`config.mk`:
```
export PLATFORM = sky130hd
export DESIGN_NAME = ecc_mul_arbiter_flat
export DESIGN_NICKNAME = d
export VERILOG_FILES = /design/src/rtl/ecc_pkg.sv /design/src/rtl/ecc_mul_arbiter_if.sv /design/src/rtl/ecc_rr_arb2.sv /design/src/rtl/ecc_mul_arbiter.sv /design/src/flat_wrapper.sv
export SDC_FILE = /design/constraint.sdc
export NUM_CORES = 1
export LEC_CHECK = 0
export CORE_AREA = 2 2 723 725
export CTS_BUF_LIST = sky130_fd_sc_hd__clkbuf_8
export DETAILED_ROUTE_END_ITERATION = 12
export DIE_AREA = 0 0 725 727
export PLACE_DENSITY = 0.3
export SLEW_MARGIN = 20
export SYNTH_ARGS = -nofsm -noshare
export SYNTH_HDL_FRONTEND = slang
export SYNTH_SLANG_ARGS = --single-unit
```
`constraint.sdc`:
```
create_clock -name CLK -period 2.49 [get_ports CLK]
set_input_delay 0.6225 -clock CLK [delete_from_list [all_inputs] [get_ports CLK]]
set_output_delay 0.6225 -clock CLK [all_outputs]
set_load 0.005 [all_outputs]
```
`src/rtl/ecc_pkg.sv`:
```
// ecc_pkg: shared constants for the GF(2^233) multiplier arbiter.
// Field width, FSM state encoding and watchdog defaults.
package ecc_pkg;

    localparam int ECC_W           = 233;
    localparam int ECC_TIMEOUT_CYC = 250;
    localparam int ECC_CW          = 8;

    localparam logic [1:0] ST_IDLE  = 2'd0;
    localparam logic [1:0] ST_ISSUE = 2'd1;
    localparam logic [1:0] ST_BUSY  = 2'd2;
    localparam logic [1:0] ST_RESP  = 2'd3;

endpackage

```
`src/rtl/ecc_mul_arbiter_if.sv`:
```
// ecc_mul_arbiter_if: requester and multiplier signals of the arbiter.
// The master modport is the arbiter itself, slave is its environment.
interface ecc_mul_arbiter_if
    import ecc_pkg::*;
#(
    parameter int W = ECC_W
) ();

    logic         REQ0;
    logic [W-1:0] A0;
    logic [W-1:0] B0;
    logic         GNT0;
    logic         RES0_VALID;

    logic         REQ1;
    logic [W-1:0] A1;
    logic [W-1:0] B1;
    logic         GNT1;
    logic         RES1_VALID;

    logic [W-1:0] RES;
    logic         ERR;
    logic         BUSY;

    logic [W-1:0] MUL_DIN1;
    logic [W-1:0] MUL_DIN2;
    logic         MUL_IN_VALID;
    logic [W-1:0] MUL_DOUT;
    logic         MUL_OUT_VALID;

    modport master (
        input  REQ0, A0, B0,
        output GNT0, RES0_VALID,
        input  REQ1, A1, B1,
        output GNT1, RES1_VALID,
        output RES, ERR, BUSY,
        output MUL_DIN1, MUL_DIN2, MUL_IN_VALID,
        input  MUL_DOUT, MUL_OUT_VALID
    );

    modport slave (
        output REQ0, A0, B0,
        input  GNT0, RES0_VALID,
        output REQ1, A1, B1,
        input  GNT1, RES1_VALID,
        input  RES, ERR, BUSY,
        input  MUL_DIN1, MUL_DIN2, MUL_IN_VALID,
        output MUL_DOUT, MUL_OUT_VALID
    );

endinterface

```
`src/rtl/ecc_rr_arb2.sv`:
```
// ecc_rr_arb2: two-way round-robin grant selection.
// Pure combinational; the pointer register lives with the caller.
module ecc_rr_arb2 (
    input  logic i_req0,
    input  logic i_req1,
    input  logic i_rr_ptr,
    output logic o_gnt_vld,
    output logic o_gnt_idx,
    output logic o_both
);

    // Pick the lone requester, or the pointer's choice on contention
    always_comb begin
        o_gnt_vld = i_req0 | i_req1;
        o_both    = i_req0 & i_req1;
        o_gnt_idx = 1'b0;
        unique case (1'b1)
            (i_req0 & i_req1):  o_gnt_idx = i_rr_ptr;
            (i_req1 & ~i_req0): o_gnt_idx = 1'b1;
            default:            o_gnt_idx = 1'b0;
        endcase
    end

endmodule

```
`src/rtl/ecc_mul_arbiter.sv`:
```
// ecc_mul_arbiter: shares one GF(2^233) multiplier between two requesters.
// Round-robin grant, registered operands, watchdog abort, spurious-strobe filter.
module ecc_mul_arbiter
    import ecc_pkg::*;
#(
    parameter int W           = ECC_W,
    parameter int TIMEOUT_CYC = ECC_TIMEOUT_CYC,
    parameter int CW          = ECC_CW
) (
    input  logic              CLK,
    input  logic              RST_N,
    ecc_mul_arbiter_if.master bus
);

    localparam logic [CW-1:0] LP_WDOG_LAST = CW'(TIMEOUT_CYC - 1);

    logic [1:0]    r_state;
    logic          r_rr_ptr;
    logic          r_owner;
    logic          r_err;
    logic          r_gnt0;
    logic          r_gnt1;
    logic [CW-1:0] r_wdog;
    logic [W-1:0]  r_res;
    logic [W-1:0]  r_din1;
    logic [W-1:0]  r_din2;

    logic          w_gnt_vld;
    logic          w_gnt_idx;
    logic          w_both;
    logic          w_grant;
    logic          w_done;
    logic          w_abort;
    logic          w_resp;
    logic [W-1:0]  w_a_sel;
    logic [W-1:0]  w_b_sel;

    ecc_rr_arb2 u_arb (
        .i_req0    (bus.REQ0),
        .i_req1    (bus.REQ1),
        .i_rr_ptr  (r_rr_ptr),
        .o_gnt_vld (w_gnt_vld),
        .o_gnt_idx (w_gnt_idx),
        .o_both    (w_both)
    );

    assign w_grant = (r_state == ST_IDLE) && w_gnt_vld;
    assign w_done  = (r_state == ST_BUSY) && bus.MUL_OUT_VALID;
    assign w_abort = (r_state == ST_BUSY) && !bus.MUL_OUT_VALID
                     && (r_wdog == LP_WDOG_LAST);
    assign w_resp  = (r_state == ST_RESP);
    assign w_a_sel = w_gnt_idx ? bus.A1 : bus.A0;
    assign w_b_sel = w_gnt_idx ? bus.B1 : bus.B0;

    // Control FSM: grant, issue, wait for done or timeout, respond
    always_ff @(posedge CLK or negedge RST_N) begin
        if (!RST_N) begin
            r_state  <= ST_IDLE;
            r_rr_ptr <= 1'b0;
            r_owner  <= 1'b0;
            r_err    <= 1'b0;
            r_gnt0   <= 1'b0;
            r_gnt1   <= 1'b0;
        end else begin
            r_gnt0 <= w_grant && !w_gnt_idx;
            r_gnt1 <= w_grant && w_gnt_idx;
            case (r_state)
                ST_IDLE: begin
                    if (w_gnt_vld) begin
                        r_owner <= w_gnt_idx;
                        if (w_both) begin
                            r_rr_ptr <= ~w_gnt_idx;
                        end
                        r_state <= ST_ISSUE;
                    end
                end
                ST_ISSUE: begin
                    r_state <= ST_BUSY;
                end
                ST_BUSY: begin
                    if (w_done) begin
                        r_state <= ST_RESP;
                    end else if (w_abort) begin
                        r_err   <= 1'b1;
                        r_state <= ST_RESP;
                    end
                end
                ST_RESP: begin
                    r_err   <= 1'b0;
                    r_state <= ST_IDLE;
                end
                default: begin
                    r_state <= ST_IDLE;
                end
            endcase
        end
    end

    // Watchdog: cleared on issue, counts every cycle spent waiting
    always_ff @(posedge CLK or negedge RST_N) begin
        if (!RST_N) begin
            r_wdog <= '0;
        end else if (r_state == ST_ISSUE) begin
            r_wdog <= '0;
        end else if (r_state == ST_BUSY) begin
            r_wdog <= r_wdog + 1'b1;
        end
    end

    // Operand capture on grant; operands then hold until the next grant
    always_ff @(posedge CLK or negedge RST_N) begin
        if (!RST_N) begin
            r_din1 <= '0;
            r_din2 <= '0;
        end else if (w_grant) begin
            r_din1 <= w_a_sel;
            r_din2 <= w_b_sel;
        end
    end

    // Result register: product on done, zero on timeout, else held
    always_ff @(posedge CLK or negedge RST_N) begin
        if (!RST_N) begin
            r_res <= '0;
        end else if (w_done) begin
            r_res <= bus.MUL_DOUT;
        end else if (w_abort) begin
            r_res <= '0;
        end
    end

    assign bus.GNT0         = r_gnt0;
    assign bus.GNT1         = r_gnt1;
    assign bus.RES0_VALID   = w_resp && !r_owner;
    assign bus.RES1_VALID   = w_resp && r_owner;
    assign bus.ERR          = w_resp && r_err;
    assign bus.BUSY         = (r_state != ST_IDLE);
    assign bus.RES          = r_res;
    assign bus.MUL_DIN1     = r_din1;
    assign bus.MUL_DIN2     = r_din2;
    assign bus.MUL_IN_VALID = (r_state == ST_ISSUE);

endmodule

```
`src/flat_wrapper.sv`:
```
// flat-port wrapper written by rule: the top's interface ports become plain ports
module ecc_mul_arbiter_flat import ecc_pkg::*;
#(
    parameter int W           = ECC_W,
    parameter int TIMEOUT_CYC = ECC_TIMEOUT_CYC,
    parameter int CW          = ECC_CW
)
  (CLK, RST_N, bus_REQ0, bus_A0, bus_B0, bus_GNT0, bus_RES0_VALID, bus_REQ1, bus_A1, bus_B1, bus_GNT1, bus_RES1_VALID, bus_RES, bus_ERR, bus_BUSY, bus_MUL_DIN1, bus_MUL_DIN2, bus_MUL_IN_VALID, bus_MUL_DOUT, bus_MUL_OUT_VALID);
  ecc_mul_arbiter_if #(.W(W)) bus_i ();
  input  logic CLK;
  input  logic RST_N;
  input wire logic [$bits(bus_i.REQ0)-1:0] bus_REQ0;
  input wire logic [$bits(bus_i.A0)-1:0] bus_A0;
  input wire logic [$bits(bus_i.B0)-1:0] bus_B0;
  output wire logic [$bits(bus_i.GNT0)-1:0] bus_GNT0;
  output wire logic [$bits(bus_i.RES0_VALID)-1:0] bus_RES0_VALID;
  input wire logic [$bits(bus_i.REQ1)-1:0] bus_REQ1;
  input wire logic [$bits(bus_i.A1)-1:0] bus_A1;
  input wire logic [$bits(bus_i.B1)-1:0] bus_B1;
  output wire logic [$bits(bus_i.GNT1)-1:0] bus_GNT1;
  output wire logic [$bits(bus_i.RES1_VALID)-1:0] bus_RES1_VALID;
  output wire logic [$bits(bus_i.RES)-1:0] bus_RES;
  output wire logic [$bits(bus_i.ERR)-1:0] bus_ERR;
  output wire logic [$bits(bus_i.BUSY)-1:0] bus_BUSY;
  output wire logic [$bits(bus_i.MUL_DIN1)-1:0] bus_MUL_DIN1;
  output wire logic [$bits(bus_i.MUL_DIN2)-1:0] bus_MUL_DIN2;
  output wire logic [$bits(bus_i.MUL_IN_VALID)-1:0] bus_MUL_IN_VALID;
  input wire logic [$bits(bus_i.MUL_DOUT)-1:0] bus_MUL_DOUT;
  input wire logic [$bits(bus_i.MUL_OUT_VALID)-1:0] bus_MUL_OUT_VALID;
  assign bus_i.REQ0 = bus_REQ0;
  assign bus_i.A0 = bus_A0;
  assign bus_i.B0 = bus_B0;
  assign bus_GNT0 = bus_i.GNT0;
  assign bus_RES0_VALID = bus_i.RES0_VALID;
  assign bus_i.REQ1 = bus_REQ1;
  assign bus_i.A1 = bus_A1;
  assign bus_i.B1 = bus_B1;
  assign bus_GNT1 = bus_i.GNT1;
  assign bus_RES1_VALID = bus_i.RES1_VALID;
  assign bus_RES = bus_i.RES;
  assign bus_ERR = bus_i.ERR;
  assign bus_BUSY = bus_i.BUSY;
  assign bus_MUL_DIN1 = bus_i.MUL_DIN1;
  assign bus_MUL_DIN2 = bus_i.MUL_DIN2;
  assign bus_MUL_IN_VALID = bus_i.MUL_IN_VALID;
  assign bus_i.MUL_DOUT = bus_MUL_DOUT;
  assign bus_i.MUL_OUT_VALID = bus_MUL_OUT_VALID;
  ecc_mul_arbiter #(.W(W), .TIMEOUT_CYC(TIMEOUT_CYC), .CW(CW)) u_core (.CLK(CLK), .RST_N(RST_N), .bus(bus_i));
endmodule
```
; ---- Word-level counts from Yosys, hierarchy flattened
; Cells that the tools add are included.
[word_totals]
reg_bits = 714
latchBits = 0
mem_bits_rw = 0
romBits = 0
in_bits = 1170
out_inout_bits = 706
word_cells = 59
n_memories = 0
[op_classes]
n_addsub = 1
n_mul = 0
div = 0
order_cmp = 0
n_eq_ne = 8
n_shift = 0
mux = 14
n_bitwise = 5
n_reduce_logical = 21
[ops]
columns = op, n
row1 = two-way mux 233 bit, 4
row2 = two-way mux 8 bit, 2
row3 = logical AND 1 bit, 9
row4 = adder 8 x 1 -> 8 bit (second input constant), 1
row5 = equality test 8 bit (second input constant), 1
row6 = one-hot mux 2 bit (4 select lines), 1
row7 = nonzero test 2 bit, 4
row8 = two-way mux 2 bit, 3
row9 = AND reduction 3 bit, 2
row10 = equality test 2 bit (second input constant), 2
row11 = inequality test 2 x 1 -> 1 bit (second input constant), 2
row12 = one-hot mux 1 bit (2 select lines), 2
row13 = AND reduction 2 bit, 2
row14 = logical NOT 1 bit, 3
row15 = inequality test 3 x 1 -> 1 bit (second input constant), 1
row16 = AND 1 bit, 2
row17 = equality test 2 x 1 -> 1 bit (second input constant), 1
row18 = logical NOT 2 bit, 1
row19 = two-way mux 1 bit, 2
row20 = inequality test 2 bit (second input constant), 1
row21 = inverter 1 bit, 2
row22 = OR 1 bit, 1

; ---- Logic depth before layout (Yosys ltp)
; Gate-level depths: netlist of the first run.
[logic_depth]
ltp_word = 6
mapped_depth = 8
ltp_nobuf = 6

; ---- Modules after synthesis
; Synthesis of the first run repeated with hierarchy kept, for this count alone.
[unflattened]
cells_unflattened = 2624
area_unflattened_um2 = 30105.1
[by_module_without_submodules]
columns = mod, instances, cells_per_inst, area_each_um2, seq_area_each_um2
row1 = ecc_mul_arbiter, 1, 2620, 30080.1, 17867.1
row2 = ecc_rr_arb2, 1, 4, 25.0, 0.0

; ---- Least setup slack after synthesis of the first run
; OpenSTA, ideal clock, no wires.
[synth_timing]
kind = reg2reg
startpoint = reg u_core.r_state[0]
endpoint = reg u_core.r_din2[134], in the netlist u_core.bus.MUL_DIN2[134]
setup_time_ns = 0.065
arrival_ns = 1.645
required_ns = 2.425
setup_slack_ns = 0.779
stages_incl_launch_ff = 9
n_path_buf = 2
period_less_slack_ns = 1.711
path_cell_list = dfrtp_1 > inv_1 > ha_1 > nand2_1 > a21oi_2 > buf_2 > clkbuf_1 > a222oi_1 > inv_1
[synth_between]
elab_chain_cells = 2
[synth_rtl]
columns = element, line_no
row1 = start: declaration, ecc_mul_arbiter.sv:17  ; logic [1:0] r_state;
row2 = start signal: assignment, ecc_mul_arbiter.sv:58  ; r_state <= ST_IDLE;
row3 = start signal: assignment, ecc_mul_arbiter.sv:74  ; r_state <= ST_ISSUE;
row4 = start signal: assignment, ecc_mul_arbiter.sv:78  ; r_state <= ST_BUSY;
row5 = logical NOT 2 bit, ecc_mul_arbiter.sv:47  ; assign w_grant = (r_state == ST_IDLE) && w_gnt_vld;
row6 = logical AND 1 bit, ecc_mul_arbiter.sv:47
row7 = end signal: assignment, ecc_mul_arbiter.sv:117  ; r_din2 <= w_b_sel;
row8 = end: declaration, ecc_mul_arbiter.sv:26  ; logic [W-1:0] r_din2;
; Every way passes these cells.
; A chain may end at the register's enable or synchronous reset.

; ---- Worst setup path in the final report of the first run
[layout_timing]
startpoint = reg u_core.r_state[0]
endpoint = out bus_BUSY
[layout_between]
elab_chain_cells = 1
[layout_rtl]
columns = element, line_no
row1 = nonzero test 2 bit, ecc_mul_arbiter.sv:137  ; assign bus.BUSY = (r_state != ST_IDLE);
row2 = end: declaration, flat_wrapper.sv:24  ; output wire logic [$bits(bus_i.BUSY)-1:0] bus_BUSY;
; Every way passes these cells.

==> impl_metrics.yaml, run 1 <==
outcome:
  status: "complete, but fails checks"
  violations: "negative setup slack"
drt:
  wl_um: 377900
  vias: 30881
  drt_first_iter_violations: 4304
  first_pass_iters: 12
  drc: 0
  viasPerCell: 2.734
  wire_per_inst_um: 33.46
  final_antenna_net_count: 0
yosys:
  synthTopCellsByCount: "714 x dfrtp_1, 474 x inv_1, 466 x a222oi_1"
  synth_edf_count: 0
  synth_top_area_share: 0.6447
  netlist_top_cells_area: "dfrtp_1 64%, a222oi_1 17%, a22o_1 7.4%"
  syn_avg_cell_area_sq_um: 12.89
  syn_nets: 3327
  synth_seq_cells: 714
  synth_cells: 2150
  seq_area_frac_synth: 0.6447
  ys.flop_type: "dfrtp_1"
  synth_area_sq_mm: 0.02771
  yosysWarnings: 0
  synthArstFlopShare: 1.000
  yosysTopAreaCell: "dfrtp_1"
  post_synth_num_cell_types: 31
  yosysMostFrequentCell: "dfrtp_1"
timing:
  finalSetupViolCount: 5
  whs_ps: 188.0
  worstMarginPinSlew_ps: 819.9
  final-hold-violation-count: 0
  finalWorstSetupSlack_ps: -132.4
  relSlewSlack: 0.4534
  max_freq_mhz: 381.3
  drv_slew: 0
  fin_crit_ps: 2622
  clock_skew_ps: 153.2
  rsz0062_at_grt: "true"
  period_share: 1.053
worst_setup_path:
  critPathLaunch: "u_core.r_state[0]"
  end_kind: "output port"
  critical_path_class: "flop to output port"
  required_ps: 1870
  arrival_ps: 2000
  r2r_start: "u_core.r_state[0]"
  crit_fanout: 3
  startpoint_type: "flop"
power_and_ir_drop:
  ir_worst_vdd_v: 0.0004240
  p_leak_nw: 26.26
  powerDensity_mw_per_mm2: 1240
cells_and_area:
  multi_input_area_sq_mm: 0.007191
  layout-drive-gt1-share: 0.2148
  nFillCells: 59694
  area_growth_pct: 111.9
  ff_latch_area_sq_mm: 0.01792
  fin_nets: 5349
global_routing:
  grt_pass1_vias: 31721
  grt_max_degree: 74
  track_usage: 0.1377
  antenna_found_initial: 198
  grt-ovfl-total: 0
  grt_pass1_wl_um: 453000
clocking:
  cts_tree: "built"
  clk_pin_slew_worst_paths_ps: 70
  numCtsBuffers: 168
  cts-htree-levels: 4
  clock_latency_ps: 1050
  clk_root_buffer_cell: "clkbuf_8"
  clockBufferDepth: 4
  cts_sinks: 714
die:
  fp.dieH_um: 727
  pin_count: 1876
  die_x_um: 725
  die_area_sq_mm: 0.5271
  coreArea_sq_mm: 0.5192
  initial_core_util: 0.05337
  num_rows: 265
worst_hold_path:
  hold_start: "bus_MUL_DOUT[33]"
  hold_path.class: "input pin to flop"
placement:
  port-buffer-count: 1875
  dp_hpwl_um: 333300
  dp_slack_ps: -452.5
  gp_congestion: 0.8731
run:
  maxCapViolCount: 0
-- logic make-up (layout without fill, tap and decap cells) --
family | Yosys count | in the layout | share of synthesized area
AOI/OAI and AO/OA | 718 | 718 | 0.2462
DFF | 714 | 714 | 0.6447
buffers and inverters | 678 | 2820 | 0.09892
and+or+nand+nor | 27 | 27 | 0.004921
adders and majority gates | 7 | 7 | 0.003160
xor gates and xnor gates | 4 | 4 | 0.001264
muxes | 2 | 2 | 0.0007675
other | 0 | 60 | 0
-- critical path: stages (launching register included) --
cell        delay (ps)
dfrtp_1            400
inv_2              110
ha_4               180
clkinvlp_4         160
buf_6              160
-- cells in the final DEF (no fill, tap or decap), types with 3 or more instances in the layout --
cell type,netlist,routed
nand2_1,9,9
clkdlybuf4s50_1,0,1168
buf_2,154,189
buf_6,0,38
inv_2,0,3
nor2_1,4,3
bufinv_16,0,7
diode_2,0,60
dlygate4sd3_1,0,4
buf_8,0,11
and2_4,0,3
a21oi_1,3,3
clkinvlp_4,0,5
clkbuf_8,0,206
dfrtp_1,714,670
nand4_1,4,4
dlygate4sd2_1,0,231
inv_1,474,524
o21ai_0,7,7
clkinv_2,0,11
ha_4,0,3
xnor2_1,3,3
ha_1,7,4
a22o_1,233,233
clkdlybuf4s15_1,0,29
buf_4,1,260
a222oi_1,466,466
buf_12,0,67
dfrtp_2,0,44
clkdlybuf4s15_2,0,58
-- through the flow --
step                      instance area, sq um  TNS (ps)  cells  utilization  power (mW)
after floorplan                          27710         0   2150            -       29.78
after global placement                   55470    -23960  10887       0.1068       61.56
after detailed placement                 55470    -36800  10887       0.1068       61.67
after CTS                                58550     -1794  11232       0.1128       76.01
after global routing                     58660     -1469  11268       0.1130       77.92
final                                    58720    -503.3  11294       0.1131       72.83
-- sequential cells by signal (all words and copies together) (netlist names) --
name,count
u_core.bus.MUL_DIN1,233
u_core.bus.MUL_DIN2,233
u_core.r_state,2
u_core.bus.RES,233
u_core.bus.GNT1,1
u_core.r_err,1
u_core.r_owner,1
u_core.r_wdog,8
u_core.r_rr_ptr,1
u_core.bus.GNT0,1
-- metal layers --
metal  up-vias  share of wire  track usage
li1      12522              -            -
met1     15666           0.39       0.1577
met2      2003           0.47       0.2262
met3       576           0.12      0.07143
met4       114          0.025      0.03248
met5         -         0.0021            0
-- repair_timing --
action | CTS | global route
pin swaps | 4 | 1
resized for setup | 1533 | 4
hold buffers | 4 | 0
endpoints found under the setup margin | 958 | 9
hold endpoints to repair | 14 | 0
setup buffers | 51 | 2
-- power by group --
part / internal, mW / switching, mW
logic: 13.7 / 22.3
clock network: 8.20 / 6.92
registers: 17.2 / 4.60
-- path summary, 6_finish.rpt --
kind | slack, ps | to | cells after the start
worst min-delay path | 190 | u_core.bus.RES[33] | 2
min in group asynchronous | 690 | u_core.bus.RES[227] | 3
max in group asynchronous | 1090 | u_core.bus.MUL_DIN1[55] | 4
worst min register to register | 480 | u_core.bus.MUL_DIN2[18] | 2
worst max-delay path | -130 | bus_BUSY | 4
worst max register to register | 140 | u_core.bus.MUL_DIN1[150] | 10
-- layout make-up --
cell class	instances	area share
flip-flops and latches	714	0.3052
diodes	60	0.002557
clock buffers	206	0.04828
clock inverters	84	0.01046
multi-input cells	758	0.1225
well taps	6942	0.1479
repair buffers	2056	0.3328
inverters	474	0.03036
Note: power is estimated with default switching activity, not from simulation.
==> run 2: changes to the inputs <==
--- a/config.mk
+++ b/config.mk
@@ -5,12 +5,14 @@
 export SDC_FILE = /design/constraint.sdc
 export NUM_CORES = 1
 export LEC_CHECK = 0
-export CORE_AREA = 2 2 723 725
+export CORE_AREA = 2 2 722 724
 export CTS_BUF_LIST = sky130_fd_sc_hd__clkbuf_8
 export DETAILED_ROUTE_END_ITERATION = 12
-export DIE_AREA = 0 0 725 727
+export DIE_AREA = 0 0 724 726
+export GPL_ROUTABILITY_DRIVEN = 0
 export PLACE_DENSITY = 0.3
 export SLEW_MARGIN = 20
 export SYNTH_ARGS = -nofsm -noshare
 export SYNTH_HDL_FRONTEND = slang
+export SYNTH_HIERARCHICAL = 1
 export SYNTH_SLANG_ARGS = --single-unit
==> run 2 against run 1 <==
  * The flow now finishes without violations
  * Wire length down 15%
  * Synthesized cell count up 22%
  * Synthesized area up 8.6%
  * Non-clock buffer count up 134
  * Critical path depth down 1
  * Sequential power about the same
  * Via count down 1.9%
  * Critical path type unchanged
  * Critical endpoint is now bus_MUL_IN_VALID
==> impl_metrics.yaml, run 2 <==
outcome:
  status: "finished, final reports clean"
clocking:
  clock_latency_ps: 990
  numCtsBuffers: 168
  cts-htree-levels: 4
  clk_pin_slew_worst_paths_ps: 60
  cts_tree: "built"
  cts_sinks: 714
  clk_root_buffer_cell: "clkbuf_8"
  clockBufferDepth: 4
cells_and_area:
  fin_nets: 5952
  area_growth_pct: 106.6
  layout_common_cells: "1168 x clkdlybuf4s50_1, 656 x dfrtp_1, 473 x nand2_1"
  final_util: 0.1199
  mostFrequentLayoutCell: "clkdlybuf4s50_1"
  fin_area_sq_mm: 0.06218
  layout-drive-gt1-share: 0.1973
worst_setup_path:
  arrival_ps: 1850
  rr_endpoint: "u_core/bus.RES[150]"
  r2r_setup_slack_ps: 290
  critical_path_class: "flop to output port"
  r2r_cells: 8
  startpoint_type: "flop"
  end_kind: "output port"
  required_ps: 1870
  r2r_start: "u_core/r_state[0]"
  crit_fanout: 4
timing:
  drv_slew: 0
  finalSetupTns_ps: 0
  worstMarginPinSlew_ps: 584.9
  rsz0062_at_grt: "true"
  period_share: 0.9934
  finalWorstSetupSlack_ps: 16.48
  max_freq_mhz: 404.3
  fin_crit_ps: 2474
  finalSetupViolCount: 0
  relSlewSlack: 0.5989
  clock_skew_ps: 100.0
  final-hold-violation-count: 0
global_routing:
  grt_max_degree: 102
  track_usage: 0.1175
  grt_pass1_vias: 32491
  grt_pass1_wl_um: 395400
  antenna_found_initial: 118
  grt-ovfl-total: 0
placement:
  dp_hpwl_um: 285500
  placed_cell_area_sq_mm: 0.05906
  dp_slack_ps: -988.0
  port-buffer-count: 1875
yosys:
  synthArstFlopShare: 1.000
  synth_seq_cells: 714
  synth_area_sq_mm: 0.03011
  syn_avg_cell_area_sq_um: 11.47
  yosysWarnings: 6
  synthTopCellsByCount: "714 x dfrtp_1, 474 x nand2_1, 469 x o21ai_0"
  post_synth_num_cell_types: 35
  ys.flop_type: "dfrtp_1"
  yosysMostFrequentCell: "dfrtp_1"
  netlist_top_cells_area: "dfrtp_1 59%, mux2i_1 16%, o21ai_0 7.8%"
  syn_nets: 3800
  seq_area_frac_synth: 0.5935
  synth_edf_count: 0
  yosysTopAreaCell: "dfrtp_1"
  synth_cells: 2624
  synth_top_area_share: 0.5935
power_and_ir_drop:
  powerDensity_mw_per_mm2: 1121
  seq_power_share: 0.312
  p_clk_frac: 0.216
  power_mw: 69.69
  intPower_mw: 39.00
  swShare: 0.4405
  pwr-share-comb: 0.472
  p_leak_nw: 26.14
  ir_worst_vdd_v: 0.0004711
  p_sw_mw: 30.70
die:
  pin_count: 1876
  fp.dieH_um: 726
  num_rows: 265
  die_x_um: 724
  initial_core_util: 0.05805
  coreArea_sq_mm: 0.5186
  die_area_sq_mm: 0.5256
drt:
  vias: 30282
  wire_per_inst_um: 27.20
  first_pass_iters: 5
  drc: 0
  drt_first_iter_violations: 1481
  viasPerCell: 2.556
  final_antenna_net_count: 0
  wl_um: 322300
worst_hold_path:
  hold_start: "bus_MUL_DOUT[32]"
  holdPathStages: 2
  hold_path.class: "input pin to flop"
  holdPathEnd: "u_core/bus.RES[32]"
run:
  maxCapViolCount: 0
run 2: cell families (layout without fill, tap and decap cells):
kind of cell | count (synthesis) | after routing | synth area share
adder cells (fa/ha/maj) | 6 | 6 | 0.002494
AND/OR/NAND/NOR | 498 | 498 | 0.06380
XOR/XNOR | 2 | 2 | 0.0005820
AO/OA/AOI/OAI | 717 | 717 | 0.1492
buffers and inverters | 217 | 2488 | 0.03400
flip-flops | 714 | 714 | 0.5935
multiplexers | 470 | 470 | 0.1564
other | 0 | 11 | 0
run 2: power groups by stage:
stage / clock network [mW] / registers, mW / logic (mW)
2_1_floorplan: 0 / 20.6 / 8.82
3_3_place_gp: 0 / 21.9 / 37.1
3_5_place_dp: 0 / 21.9 / 37.1
4_1_cts: 16.0 / 21.8 / 34.9
5_1_grt: 16.4 / 22.4 / 36.4
6_report: 15.1 / 21.7 / 32.9
run 2: cell type report:
class	instances	area, sq um
clock inverters	76	555.5
repair buffers	2190	20710
clock buffers	213	2932
well taps	6942	8686
inverters	9	41.29
flip-flops and latches	714	17940
multi-input cells	1693	11290
fillers	59524	456400
diodes	11	27.53
run 2: layer usage:
metal / wire [um] / vias to the layer above / global-route usage
met5: 234 / - / 0
met4: 7705 / 34 / 0.02273
met3: 38010 / 431 / 0.06025
met2: 155400 / 1398 / 0.2032
met1: 120900 / 14768 / 0.1284
li1: - / 13651 / -
run 2: worst max path at each step:
| stage | from | to | slack, ps | cells past startpoint |
|---|---|---|---|---|
| finish | u_core/r_state[0] | bus_MUL_IN_VALID | 20 | 3 |
| global route | u_core/r_state[0] | bus_MUL_IN_VALID | -180 | 3 |
| CTS | u_core/r_state[0] | bus_BUSY | -220 | 5 |
| detailed placement | bus_REQ1 | u_core/bus.MUL_DIN1[142] | -990 | 7 |
| global placement | bus_REQ1 | u_core/bus.MUL_DIN1[124] | -1030 | 7 |
| floorplan | bus_REQ0 | u_core/bus.MUL_DIN1[128] | 610 | 7 |
run 2: worst max-delay path, stage by stage, from the launching register on:
cell and delay (ps):
dfrtp_2 450, buf_6 140, ha_4 170, buf_12 150
run 2: repair_timing:
| item | CTS | global route |
|---|---|---|
| hold buffers | 1 | 0 |
| setup buffers | 32 | 2 |
| endpoints found under the hold margin | 184 | 0 |
| gates resized for setup | 1323 | 8 |
| endpoints found under the setup margin | 640 | 6 |
| pin swaps | 3 | 1 |
run 2: through the flow:
stage / cells / hold slack (ps)
detailed placement: 11513 / 469.0
finish: 11848 / 252.7
global placement: 11513 / 465.0
floorplan: 2624 / 326.9
global route: 11843 / 104.0
CTS: 11835 / 28.27
